===== src/rtl/pin_frame_pkg.sv =====
// pin_frame_pkg: shared types, default parameters and width helper for pin_frame_rx
package pin_frame_pkg;
  typedef enum logic [1:0] {IDLE, START, DATA, STOP} rx_state_t;
  localparam int DEF_DATA_W       = 8;
  localparam int DEF_CLKS_PER_BIT = 4;
  function automatic int width_of(input int n);
    return (n > 1) ? $clog2(n) : 1;
  endfunction
endpackage


===== src/rtl/pin_sync.sv =====
// pin_sync: 2-flop synchronizer for an asynchronous input pin
module pin_sync #(
  parameter logic RST_VAL = 1'b1
) (
  input  logic clk,
  input  logic rst_n,
  input  logic d,
  output logic q
);
  logic meta;
  always_ff @(posedge clk or negedge rst_n)
    if (!rst_n) {q, meta} <= {RST_VAL, RST_VAL};
    else        {q, meta} <= {meta, d};
endmodule


===== src/rtl/pin_frame_rx.sv =====
// pin_frame_rx: start/data/stop serial frame receiver with a one-entry valid/ready holding register
module pin_frame_rx
  import pin_frame_pkg::*;
#(
  parameter int DATA_W       = DEF_DATA_W,
  parameter int CLKS_PER_BIT = DEF_CLKS_PER_BIT
) (
  input  logic              clk,
  input  logic              rst_n,
  input  logic              rx_i,
  input  logic              ready_i,
  output logic [DATA_W-1:0] data_o,
  output logic              err_o,
  output logic              valid_o,
  output logic              overrun_o
);
  localparam int CNT_W = width_of(CLKS_PER_BIT);
  localparam int IDX_W = width_of(DATA_W);
  localparam logic [CNT_W-1:0] HALF = CNT_W'(CLKS_PER_BIT/2 - 1);
  localparam logic [CNT_W-1:0] FULL = CNT_W'(CLKS_PER_BIT - 1);
  localparam logic [IDX_W-1:0] LAST = IDX_W'(DATA_W - 1);

  rx_state_t          state, state_nx;
  logic               rx_s, tick, done, take, load, drop;
  logic [CNT_W-1:0]   cnt;
  logic [IDX_W-1:0]   idx;
  logic [DATA_W-1:0]  shreg;

  pin_sync #(.RST_VAL(1'b1)) u_sync (.clk(clk), .rst_n(rst_n), .d(rx_i), .q(rx_s));

  always_ff @(posedge clk or negedge rst_n)
    if (!rst_n) state <= IDLE;
    else        state <= state_nx;

  always_comb begin
    state_nx = state;
    case (state)
      IDLE:    state_nx = rx_s ? IDLE : START;
      START:   state_nx = !tick ? START : (rx_s ? IDLE : DATA);
      DATA:    state_nx = (tick && idx == LAST) ? STOP : DATA;
      STOP:    state_nx = tick ? IDLE : STOP;
      default: state_nx = IDLE;
    endcase
  end

  // a completing frame may reuse the register in the same edge it is consumed
  always_comb begin
    tick = (cnt == '0);
    done = (state == STOP) && tick;
    take = valid_o && ready_i;
    load = done && (!valid_o || take);
    drop = done && valid_o && !take;
  end

  always_ff @(posedge clk or negedge rst_n)
    if (!rst_n) begin
      cnt   <= '0;
      idx   <= '0;
      shreg <= '0;
    end else begin
      case (state)
        IDLE:  if (!rx_s) cnt <= HALF;
        START: begin
          cnt <= tick ? FULL : cnt - 1'b1;
          if (tick) idx <= '0;
        end
        DATA: begin
          cnt <= tick ? FULL : cnt - 1'b1;
          if (tick) begin
            shreg[idx] <= rx_s;
            idx        <= (idx == LAST) ? '0 : idx + 1'b1;
          end
        end
        STOP:  if (!tick) cnt <= cnt - 1'b1;
        default: ;
      endcase
    end

  always_ff @(posedge clk or negedge rst_n)
    if (!rst_n) begin
      data_o    <= '0;
      err_o     <= 1'b0;
      valid_o   <= 1'b0;
      overrun_o <= 1'b0;
    end else begin
      if (load) begin
        data_o <= shreg;
        err_o  <= ~rx_s;
      end
      valid_o   <= load | (valid_o & ~take);
      overrun_o <= overrun_o | drop;
    end
endmodule


===== config.mk =====
export PLATFORM = sky130hd
export DESIGN_NAME = pin_frame_rx
export DESIGN_NICKNAME = d
export VERILOG_FILES = /design/src/rtl/pin_frame_pkg.sv /design/src/rtl/pin_sync.sv /design/src/rtl/pin_frame_rx.sv
export SDC_FILE = /design/constraint.sdc
export NUM_CORES = 1
export LEC_CHECK = 0
export CAP_MARGIN = 10
export CORE_AREA = 5 5 56 58
export CTS_CLUSTER_DIAMETER = 100
export DETAILED_ROUTE_END_ITERATION = 12
export DIE_AREA = 0 0 61 63
export HOLD_SLACK_MARGIN = 0.1
export PLACE_DENSITY = 0.75
export SKIP_LAST_GASP = 1
export SLEW_MARGIN = 20
export SYNTH_ARGS = -nofsm -noshare
export SYNTH_HDL_FRONTEND = slang
export SYNTH_SLANG_ARGS = --single-unit

===== constraint.sdc =====
create_clock -name clk -period 3.77 [get_ports clk]
set_input_delay 0.754 -clock clk [delete_from_list [all_inputs] [get_ports clk]]
set_output_delay 0.754 -clock clk [all_outputs]
set_load 0.03 [all_outputs]

* After elaboration in Yosys (flattened, before gate mapping)
Index checks and enable logic that the tools add are counted.
Word-level totals: input bits 4, output and inout port bits 11, bits in registers 28, word-level logic and storage cells 61
Operators by class: $lt $le $gt $ge 2, reduce and logical (&&, ||, !) cells 17, equal/unequal tests 8, bitwise operators 5, add/sub/neg operators 2, multiplexer cells 17
Operators by type and width (number):
- 2-bit 2-to-1 mux | 6
- 3-bit 2-to-1 mux | 3
- 8-bit bitwise mux | 1
- 2-bit != test (second input constant) | 4
- 2-bit case mux with 4 select lines | 1
- 1-bit logical AND | 7
- 2-bit case mux with 3 select lines | 1
- 3-bit case mux with 2 select lines | 1
- 2-bit equality test (second input constant) | 2
- 2-bit zero test | 2
- 3-bit by 4-bit less-than comparator with 1-bit output (second input constant) | 1
- 2-bit AND reduction | 2
- 3-bit by 1-bit adder with 3-bit output (second input constant) | 1
- 1-bit demux with 3-bit select | 1
- 3-bit equality test (second input constant) | 1
- 3-bit by 1-bit greater-or-equal comparator with 1-bit output (second input constant) | 1
- 1-bit 2-to-1 mux | 3
- 3-bit AND reduction | 1
- 2-bit by 1-bit equality test with 1-bit output (second input constant) | 1
- 1-bit zero test | 2
- 1-bit NOT | 2
- 1-bit OR | 2
- 2-bit nonzero test | 1
- 2-bit OR reduction | 1
- 3 further kinds | 3

* Longest topological paths before layout
depth after elaboration 5, gate-level depth with buffers 6, depth with buffers taken out 5

* Hierarchy
From an unflattened synthesis, not the netlist that was laid out.
Second synthesis, totals: cell total of the unflattened synthesis 107, area, all modules 1322.5 um^2
By module, submodules not included:
- pin_frame_rx | times used 1, sequential area each 650.6 um^2, area each 1270.0 um^2, cells each 105
- pin_sync | times used 1, sequential area each 52.6 um^2, area each 52.6 um^2, cells each 2

* Worst setup path before layout
Ideal clock, no wire load.
path kind input-to-reg, from in ready_i, to reg data_o[0], path buffers 1, data arrival time 1485 ps, required time 3645 ps, library setup time 125 ps, path slack 2160 ps, cell stages on the path 4, path through nand2b_1 -> nor2b_2 -> buf_6 -> mux2_4
Between the ends: longest elaborated chain between the ends 3
RTL lines:
- from (decl) | line pin_frame_rx.sv:11 | input logic ready_i,
- 1-bit logical AND | line pin_frame_rx.sv:50 | take = valid_o && ready_i;
- 1-bit logical OR | line pin_frame_rx.sv:51 | load = done && (!valid_o || take);
- 1-bit logical AND | line pin_frame_rx.sv:51
- to (signal assigned) | line pin_frame_rx.sv:87 | data_o <= shreg;
- to (decl) | line pin_frame_rx.sv:12 | output logic [DATA_W-1:0] data_o,
Every way passes these cells. A chain may end at the register's enable or synchronous reset.

* Worst setup path after layout
from reg err_o, to out err_o
RTL lines:
- from (decl) | line pin_frame_rx.sv:13 | output logic err_o,
- from (signal assigned) | line pin_frame_rx.sv:88 | err_o <= ~rx_s;
No word-level cell between the ends.

==> impl_metrics.csv <==
group,metric,value,unit
outcome,status,"finished, final reports clean",
timing,rsz0062_at_grt,"no",
critical_path,slowest_delay,690,ps
clock_network,cts-resized-gates,0,
finish,register_area,703.2,µm²
clock_network,tritoncts,"built",
global_routing,grt_pass1_wl,3898,µm
global_routing,number_of_global_route_vias_before_repair,884,
timing,timing_hold_violations_final,0,
floorplanning,top_level_ports,15,
clock_network,cts_root_buf,"sky130_fd_sc_hd__clkbuf_4",
clock_network,htree_levels,1,
critical_path,rr_startpoint,"cnt[0]",
clock_network,clock_insertion_delay_worst_skew,320,ps
critical_path,critical_path_arrival,1400,ps
floorplanning,start_util,0.5057,
floorplanning,chipWidth,61,µm
logic_synthesis,edff_count_synth,0,
detailed_routing,detailroute.via_count,837,
global_routing,number_of_antenna_violations_at_the_first_check_in_global_routing,0,
finish,mostFrequentLayoutCell,"sky130_fd_sc_hd__dfrtp_1",
global_routing,globalRouteOverflowTotal,0,
hold_path,min_to,"u_sync.q",
logic_synthesis,synth_nets,119,
hold_path,hp-class,"register to register",
logic_synthesis,yosys_warnings,0,
timing,layout_worst_path_cycle_share,0.5703,
floorplanning,fp.dieH,63,µm
clock_network,numCtsBuffers,3,
hold_path,worstHoldStart,"u_sync.meta",
finish,nets,137,
clock_network,cts_hold_repair.buffers,0,
place,post-place-cells,151,
critical_path,rr_endpoint,"data_o[7]",
global_routing,grt_max_degree,29,
critical_path,timing.critical_path.slowest_stage_cell,"sky130_fd_sc_hd__clkdlybuf4s50_1",
logic_synthesis,synthesis.instances,107,
detailed_routing,remaining_drc_errors,0,
hold_path,whs_path_depth,0,
job,max_cap_violations,0,
floorplanning,core,2615,µm²
clock_network,worst_setup_hold_path_clk_slew,140,ps
finish,layout_common_cells,"sky130_fd_sc_hd__dfrtp_1, sky130_fd_sc_hd__clkdlybuf4s50_1, sky130_fd_sc_hd__mux2_4, sky130_fd_sc_hd__ha_1",
finish,nFillCells,230,
finish,share_of_post_route_cells_with_drive_strength_above_1,0.1613,
finish,multi_input_comb_area,570.5,µm²
critical_path,crit_family,"buffers and inverters",
floorplanning,die_area,3843,µm²
power,vdd_drop_max,0.3596,mV
logic_synthesis,asyncSetResetFlopFracSynth,1.000,
timing,setup_violations,0,
finish,final_area,1526,µm²
power,power_per_cell_area,487.8,nW/µm²
logic_synthesis,syn_avg_cell_area,12.36,µm²
timing,max_slew.worst_pin.slew,614.9,ps
detailed_routing,postRouteAntennaNets,0,
timing,fin_tns_setup,0,ps
clock_network,cts_buffer_depth,2,
place,hpwl,1675,µm
logic_synthesis,postSynthRegisterBits,28,
critical_path,endpoint_class_of_the_critical_path,"output pin",
detailed_routing,routed_wirelength,2201,µm
critical_path,criticalPathCategory,"register to output pin",
detailed_routing,drt-pass1-iter-count,4,
detailed_routing,detailedRoute.firstIterationViolations,18,
logic_synthesis,post_synth_instance_area,1323,µm²
detailed_routing,routed_via_density,5.400,
clock_network,clkSinkCount,28,
timing,final-max-slew-violation-count,0,
critical_path,ff2ff_path_depth,5,
timing,clock_skew,4.592,ps
logic_synthesis,synth.distinct_cells,31,
critical_path,worstPathCellList,"clkdlybuf4s50_1",
logic_synthesis,synth.yosys.seq_area_share,0.5317,
finish,layout-area-overhead-vs-synth,15.42,%
clock_network,cts_setup_buffers,0,
finish,insertedDiodeCount,0,
timing,hold-worst-slack,368.4,ps
logic_synthesis,ys_dominant_reg_cell,"sky130_fd_sc_hd__dfrtp_1",
timing,timing.slew.headroom,0.5882,
critical_path,timing.critical_path.buf_inv,1,
power,p_leak,0.7013,nW
floorplanning,std_cell_rows,19,
global_routing,track_usage,0.1340,
timing,clock.fmax,465.1,MHz
place,numPortBuffers,14,
place,place.gp.congestion,0.8123,
critical_path,rrSetupSlack,1630,ps
critical_path,crit_required,3020,ps
finish,fin_cells,155,
place,dpl_cell_area,1490,µm²
critical_path,start_kind,"register",
critical_path,worstPathMaxFanout,2,
timing,timing.final.crit_period,2150,ps
detailed_routing,post_drt_wl_per_cell,14.20,µm
-- logic make-up after synthesis --
kind of cell / share of synthesized area
simple gates: 0.09460
flops: 0.5317
compound gates: 0.1419
buf+inv: 0.03690
fa+ha+maj: 0.07569
mux: 0.1192
-- how the worst max path moves through the flow --
stage / end / from / cells after the start
global route: data_o[1] / cnt[0] / 5
CTS: err_o / err_o / 1
floorplan: data_o[0] / ready_i / 4
global placement: data_o[1] / ready_i / 4
finish: err_o / err_o / 1
detailed placement: data_o[7] / ready_i / 4
-- registers in the layout (all words and copies together) (netlist names) --
signal and cells:
err_o 1, cnt 2, u_sync.q 1, valid_o 1
idx 3, shreg 8, u_sync.meta 1, overrun_o 1
data_o 8, state 2
-- layout make-up --
class,instances,area share
Timing Repair Buffer,15,0.09672
Tap cell,31,0.02541
Sequential cell,28,0.4607
Multi-Input combinational cell,69,0.3738
Clock buffer,4,0.02377
Inverter,8,0.01967
-- per-layer routing --
layer	track usage	wire length, µm	vias to the layer above
met5	0	0	-
met4	0.05962	25	0
met3	0.02686	89	4
met2	0.2166	1071	15
met1	0.1680	1015	403
li1	-	-	415
-- synthesized netlist by cell type (3+ instances only) --
master                     instances  area share
sky130_fd_sc_hd__dfrtp_1          26        0.49
sky130_fd_sc_hd__mux2_4            9        0.10
sky130_fd_sc_hd__ha_1              8       0.076
sky130_fd_sc_hd__inv_1             7       0.020
sky130_fd_sc_hd__o21ai_0           7       0.026
sky130_fd_sc_hd__o31ai_1           7       0.040
sky130_fd_sc_hd__nand2_1           6       0.017
sky130_fd_sc_hd__nand2b_1          4       0.019
sky130_fd_sc_hd__a22o_1            3       0.020
sky130_fd_sc_hd__nor3_1            3       0.011
sky130_fd_sc_hd__o21ai_1           3       0.011
-- per-stage QoR --
| stage | total power [mW] | utilization | setup WS, ps |
|---|---|---|---|
| final | 0.7446 | 0.5837 | 1620 |
| after global routing | 0.8028 | 0.5837 | 1476 |
| after CTS | 0.7505 | 0.5837 | 1601 |
| after detailed placement | 0.6074 | 0.5699 | 1371 |
| after global placement | 0.5931 | 0.5699 | 1444 |
| after floorplan | 0.5469 | - | 2160 |
-- where the power goes --
part,internal [mW],switching [mW]
clock network,0.0590,0.0830
logic,0.100,0.147
registers,0.335,0.0208
total,0.494,0.251
(Power assumes the default switching activity.)
